<file path="config.mk">
export PLATFORM = sky130hd
export DESIGN_NAME = us_cmd_arbiter
export DESIGN_NICKNAME = d
export VERILOG_FILES = /design/src/rtl/us_cmd_arbiter.sv
export SDC_FILE = /design/constraint.sdc
export NUM_CORES = 1
export LEC_CHECK = 0
export ABC_AREA = 1
export CAP_MARGIN = 20
export CORE_ASPECT_RATIO = 0.8
export CORE_MARGIN = 1
export CORE_UTILIZATION = 33
export DETAILED_ROUTE_END_ITERATION = 10
export PLACE_DENSITY = 0.74
export SYNTH_ARGS = -nofsm -noshare
export SYNTH_HDL_FRONTEND = slang
export SYNTH_SLANG_ARGS = --single-unit
</file>
<file path="constraint.sdc">
create_clock -name clk -period 4.95 [get_ports clk]
set_input_delay 0.495 -clock clk [delete_from_list [all_inputs] [get_ports clk]]
set_output_delay 0.495 -clock clk [all_outputs]
set_load 0.01 [all_outputs]
</file>
<file path="src/rtl/us_cmd_arbiter.sv">
// Upstream command arbiter: picks between completion requests and WR32
// requests in round-robin order, packs the winner into one 128-bit word and
// pushes it into the upstream command FIFO. A credit counter caps WR32
// commands that have been pushed but not yet reported complete.
module us_cmd_arbiter #(
  parameter int unsigned MAX_WR_OUTSTANDING = 2,
  parameter int unsigned CNT_W              = 3
) (
  input  logic             clk,
  input  logic             rst_n,
  input  logic             cpl_req_i,
  input  logic             cpl_with_data_i,
  input  logic [2:0]       cpl_tc_i,
  input  logic             cpl_td_i,
  input  logic             cpl_ep_i,
  input  logic [1:0]       cpl_attr_i,
  input  logic [9:0]       cpl_len_i,
  input  logic [15:0]      cpl_rid_i,
  input  logic [7:0]       cpl_tag_i,
  input  logic [7:0]       cpl_be_i,
  input  logic [5:0]       cpl_addr_i,
  output logic             cpl_ack_o,
  input  logic             wr_req_i,
  input  logic [31:0]      wr_host_addr_i,
  input  logic [4:0]       wr_len_i,
  output logic             wr_ack_o,
  input  logic             up_wr_cmd_compl_i,
  output logic             us_cmd_fifo_wr_en_o,
  output logic [127:0]     us_cmd_fifo_din_o,
  input  logic             us_cmd_fifo_full_i,
  output logic [CNT_W-1:0] wr_outstanding_o,
  output logic             credit_err_o
);

  typedef enum logic {
    ST_IDLE,
    ST_PUSH
  } state_e;

  localparam logic [CNT_W-1:0] MAX_CNT = CNT_W'(MAX_WR_OUTSTANDING);

  state_e             state_q;
  logic [127:0]       din_q;
  logic               cpl_ack_q;
  logic               wr_ack_q;
  logic               last_wr_q;   // 1: write source won the previous grant
  logic               push_wr_q;   // command held in din is a WR32
  logic [CNT_W-1:0]   cnt_q, cnt_d;
  logic               err_q, err_d;

  logic               cpl_elig, wr_elig;
  logic               grant_cpl, grant_wr;
  logic               push;
  logic [127:0]       cpl_word, wr_word;

  // Eligibility, round-robin tie break and packed command words
  always_comb begin
    cpl_elig  = cpl_req_i;
    wr_elig   = wr_req_i && (cnt_q < MAX_CNT);
    grant_cpl = (state_q == ST_IDLE) && cpl_elig && (!wr_elig || last_wr_q);
    grant_wr  = (state_q == ST_IDLE) && wr_elig && (!cpl_elig || !last_wr_q);
    // A reset arriving mid-PUSH drops the pending command without pushing.
    push      = (state_q == ST_PUSH) && !us_cmd_fifo_full_i && rst_n;
    cpl_word  = {64'b0, 1'b0, cpl_with_data_i, 7'b0, cpl_tc_i, cpl_td_i,
                 cpl_ep_i, cpl_attr_i, cpl_len_i, cpl_rid_i, cpl_tag_i,
                 cpl_be_i, cpl_addr_i};
    wr_word   = {64'b0, 2'b10, wr_len_i, 25'b0, wr_host_addr_i};
  end

  // Arbitration FSM: grant in IDLE, hold the word in PUSH until the FIFO takes it
  always_ff @(posedge clk) begin
    if (!rst_n) begin
      state_q   <= ST_IDLE;
      din_q     <= '0;
      cpl_ack_q <= 1'b0;
      wr_ack_q  <= 1'b0;
      last_wr_q <= 1'b1;
      push_wr_q <= 1'b0;
    end else begin
      cpl_ack_q <= 1'b0;
      wr_ack_q  <= 1'b0;
      case (state_q)
        ST_IDLE: begin
          if (grant_cpl) begin
            din_q     <= cpl_word;
            last_wr_q <= 1'b0;
            push_wr_q <= 1'b0;
            cpl_ack_q <= 1'b1;
            state_q   <= ST_PUSH;
          end else if (grant_wr) begin
            din_q     <= wr_word;
            last_wr_q <= 1'b1;
            push_wr_q <= 1'b1;
            wr_ack_q  <= 1'b1;
            state_q   <= ST_PUSH;
          end
        end
        ST_PUSH: begin
          if (!us_cmd_fifo_full_i) state_q <= ST_IDLE;
        end
        default: state_q <= ST_IDLE;
      endcase
    end
  end

  // Outstanding WR32 credit counter next state and sticky underflow flag
  always_comb begin
    cnt_d = cnt_q;
    err_d = err_q;
    if (push && push_wr_q && !up_wr_cmd_compl_i) begin
      if (cnt_q < MAX_CNT) cnt_d = cnt_q + 1'b1;
    end else if (up_wr_cmd_compl_i && !(push && push_wr_q)) begin
      if (cnt_q == '0) err_d = 1'b1;
      else             cnt_d = cnt_q - 1'b1;
    end
  end

  // Credit counter registers
  always_ff @(posedge clk) begin
    if (!rst_n) begin
      cnt_q <= '0;
      err_q <= 1'b0;
    end else begin
      cnt_q <= cnt_d;
      err_q <= err_d;
    end
  end

  assign cpl_ack_o           = cpl_ack_q;
  assign wr_ack_o            = wr_ack_q;
  assign us_cmd_fifo_wr_en_o = push;
  assign us_cmd_fifo_din_o   = din_q;
  assign wr_outstanding_o    = cnt_q;
  assign credit_err_o        = err_q;

endmodule

</file>
==> flow_summary.json <==
{
  "htree_levels": 3,
  "detailedPlace.worstSlack_ns": 1.74,
  "crit_slowest_cell": "sky130_fd_sc_hd__inv_1",
  "worst_path_most_repeated_cell": "sky130_fd_sc_hd__nand2_1",
  "nFillCells": 991,
  "drt_first_iter_violations": 118,
  "r2r_endpoint": "us_cmd_fifo_din_o[52]",
  "status": "finished, final reports clean",
  "hold_viol": 0,
  "syn_area_per_cell_um2": 7.06,
  "rrSetupSlack_ns": 2.42,
  "synthArstFlopShare_pct": 0,
  "clock_tree.root_cell": "sky130_fd_sc_hd__clkbuf_16",
  "tritoncts.num_buffers": 9,
  "path_class": "primary input to flip-flop",
  "cts_num_sinks": 70,
  "grt_start_max_net_pins": 65,
  "floorplan.initialDensity_pct": 34.5,
  "post_cts_buffers": 0,
  "setup_repair_after_global_routing_missed_its_margin": "false",
  "synth_sequential_area_ratio_pct": 39.1,
  "wl_per_cell_um": 12.2,
  "edff_count_synth": 0,
  "syn-cell-area_um2": 3590,
  "layout-drive-gt1-share_pct": 4.07,
  "fp.dieArea_um2": 11300,
  "setup_ws_ns": 2.12,
  "timing.max_slew.rel_slack_pct": 27.7,
  "area_of_combinational_cells_with_multiple_inputs_um2": 1700,
  "postCtsResizedCells": 0,
  "setup.worst_path.end_class": "flip-flop",
  "arrival_ns": 3.10,
  "yosys_register_bits": 70,
  "grt_antenna_before_repair": 0,
  "top_level_ports": 234,
  "clock_skew_ns": 0.00338,
  "ir_drop_mv": 0.198,
  "whs_endpoint": "us_cmd_fifo_din_o[33]",
  "worst_skew_pair.late_latency_ns": 0.32,
  "globalRouteOverflowTotal": 0,
  "origin_of_the_critical_flop_to_flop_path": "state_q",
  "cts_tree": "done",
  "global_route_wire_length_before_repair_mm": 15.5,
  "antenna-diode-count": 0,
  "cap_violations": 0,
  "crit_required_ns": 5.22,
  "gp_routability_congestion": 0.852,
  "r2r.worst_path.cells": 7,
  "routed_via_density": 4.38,
  "power_per_cell_area_nw_per_um2": 408,
  "postRouteAntennaNets": 0,
  "critical_path.startpoint_type": "primary input",
  "worst_slew_pin_slew_ns": 1.08,
  "min_from": "us_cmd_fifo_din_o[33]",
  "io_buffers": 167,
  "final_period_minus_worst_setup_slack_ns": 2.83,
  "wirelength_mm": 9.83,
  "number_of_synthesis_warnings": 0,
  "layout.nets": 761,
  "register_area_um2": 1400,
  "ys_dominant_reg_cell": "sky130_fd_sc_hd__dfxtp_1",
  "hold-worst-slack_ns": 0.460,
  "critical_path_peak_fanout": 33,
  "floorplan.core_area_um2": 10400,
  "cts.hold.buffers_added": 0,
  "detail_route.first_pass.iterations": 4,
  "final-max-slew-violation-count": 0,
  "max-clock-path-buffers": 2,
  "cts.reportedPaths.clkPinSlew_ns": 0.05,
  "gate_count_after_technology_mapping": 508,
  "cp_cell_sequence": "clkdlybuf4s50_1 > nand2_1 > inv_1 > nand2_4 > nor2_4 > nand2_1 > nand2_1",
  "detailroute.via_count": 3514,
  "y_dimension_of_the_die_um": 95.2,
  "grt_pass1_vias": 3378,
  "floorplan.rows": 33,
  "remaining_drc_errors": 0,
  "design_power_total_uw": 2180,
  "timing.hold.worst_path_depth": 2,
  "area.growth.synth_to_final_pct": 49.1,
  "hp-class": "flip-flop to flip-flop",
  "max_clock_freq_ghz": 0.353,
  "fin_setup_tns_ns": 0,
  "grt_usage_pct": 17.2,
  "place.detailed.hpwl_mm": 6.88,
  "synth_cell_type_count": 24,
  "final-setup-viol-count": 0,
  "fin_crit_sh_pct": 57.2,
  "die_width_um": 119,
  "power.static_leakage_uw": 0.00243,
  "slowest_delay_ns": 0.79
}
layout make-up:
type	count	share of cell area [%]
timing repair buffer	169	31.7
sequential	70	26.2
tap	140	3.28
clock buffer	14	5.31
clock inverter	2	0.702
inverter	16	1.12
multi-input combinational	392	31.7
routing by layer:
metal  wire (um)  up-vias  part of all wire (%)  GRT usage, %
li1            -     1769                     -             -
met1        3990     1584                    41          18.0
met2        4550      151                    46          30.1
met3        1180       10                    12          8.85
met4         105        0                   1.1          5.59
met5           0        -                     0             0
how the worst max path moves through the flow:
stage	startpoint	to	slack [ns]	cells after the start
2_1_floorplan	rst_n	wr_outstanding_o[2]	2.66	14
3_3_place_gp	cpl_req_i	us_cmd_fifo_din_o[36]	1.88	7
3_5_place_dp	cpl_req_i	us_cmd_fifo_din_o[51]	1.74	7
4_1_cts	cpl_req_i	us_cmd_fifo_din_o[52]	2.09	7
5_1_grt	cpl_req_i	us_cmd_fifo_din_o[47]	1.83	7
6_report	cpl_req_i	us_cmd_fifo_din_o[52]	2.12	7
cell usage in the layout (no fill, tap or decap):
cell                              count
sky130_fd_sc_hd__a21oi_2              1
sky130_fd_sc_hd__nand3b_1             1
sky130_fd_sc_hd__nand2_1            141
sky130_fd_sc_hd__nor2_1              65
sky130_fd_sc_hd__ha_1                 4
sky130_fd_sc_hd__clkbuf_8             4
sky130_fd_sc_hd__clkbuf_1             1
sky130_fd_sc_hd__bufinv_16            1
sky130_fd_sc_hd__clkbuf_16            9
sky130_fd_sc_hd__buf_12               1
sky130_fd_sc_hd__nor2_4               2
sky130_fd_sc_hd__xnor2_1              2
sky130_fd_sc_hd__clkdlybuf4s50_1    166
sky130_fd_sc_hd__conb_1              66
sky130_fd_sc_hd__nand3_2              2
sky130_fd_sc_hd__o21ai_0             29
sky130_fd_sc_hd__nand2_4              1
sky130_fd_sc_hd__nor3_1               1
sky130_fd_sc_hd__inv_1               14
sky130_fd_sc_hd__dfxtp_1             70
sky130_fd_sc_hd__nand2_2              1
sky130_fd_sc_hd__buf_4                1
sky130_fd_sc_hd__buf_2                1
sky130_fd_sc_hd__clkinvlp_4           1
sky130_fd_sc_hd__a21oi_1             11
sky130_fd_sc_hd__inv_2                2
sky130_fd_sc_hd__nand3_1             60
sky130_fd_sc_hd__o21ai_1              5
power breakdown:
part / internal [uW] / switching, uW / total [uW]
logic: 362 / 416 / 777
clock network: 445 / 225 / 670
registers: 670 / 66.4 / 736
flip-flops by register name, indices dropped and copies added, names as in the netlist:
signal             count
us_cmd_fifo_din_o     61
cpl_ack_o              1
wr_ack_o               1
credit_err_o           1
wr_outstanding_o       3
last_wr_q              1
push_wr_q              1
state_q                1
critical path: cells and delay by family:
family / cells / cell delay (ns)
and+or+nand+nor: 5 / 1.31
buffers and inverters: 2 / 1.29
cells in the mapped netlist, types with 2 or more instances:
library cell / number / share of area (%)
sky130_fd_sc_hd__nand2_1: 141 / 15
sky130_fd_sc_hd__dfxtp_1: 70 / 39
sky130_fd_sc_hd__buf_4: 67 / 14
sky130_fd_sc_hd__nor2_1: 65 / 6.8
sky130_fd_sc_hd__nand3_1: 60 / 8.4
sky130_fd_sc_hd__o21ai_0: 29 / 4.0
sky130_fd_sc_hd__buf_2: 16 / 2.2
sky130_fd_sc_hd__inv_1: 14 / 1.5
sky130_fd_sc_hd__a21oi_1: 11 / 1.5
sky130_fd_sc_hd__buf_6: 6 / 1.9
sky130_fd_sc_hd__o21ai_1: 5 / 0.70
sky130_fd_sc_hd__ha_1: 4 / 1.4
sky130_fd_sc_hd__buf_1: 3 / 0.31
sky130_fd_sc_hd__clkbuf_1: 3 / 0.31
sky130_fd_sc_hd__inv_2: 2 / 0.21
sky130_fd_sc_hd__nand3_2: 2 / 0.56
sky130_fd_sc_hd__nor2_4: 2 / 0.63
sky130_fd_sc_hd__xnor2_1: 2 / 0.49
cell families after synthesis:
kind of cell               after synthesis  synth area share, %
and+or+nand+nor                        274                 32.0
xor gates and xnor gates                 2                0.489
DFF                                     70                 39.1
AOI/OAI and AO/OA                       46                 6.52
other                                    1                0.105
buffers and inverters                  111                 20.4
adders and majority gates                4                 1.40
stage by stage:
stage | instances | cell area [um2] | util, %
floorplan | 573 | 3830 | -
global placement | 786 | 5010 | 48.1
detailed placement | 786 | 5010 | 48.1
CTS | 802 | 5330 | 51.2
global route | 803 | 5350 | 51.4
finish | 803 | 5350 | 51.4
No activity file was read; power rests on OpenSTA's default activity.
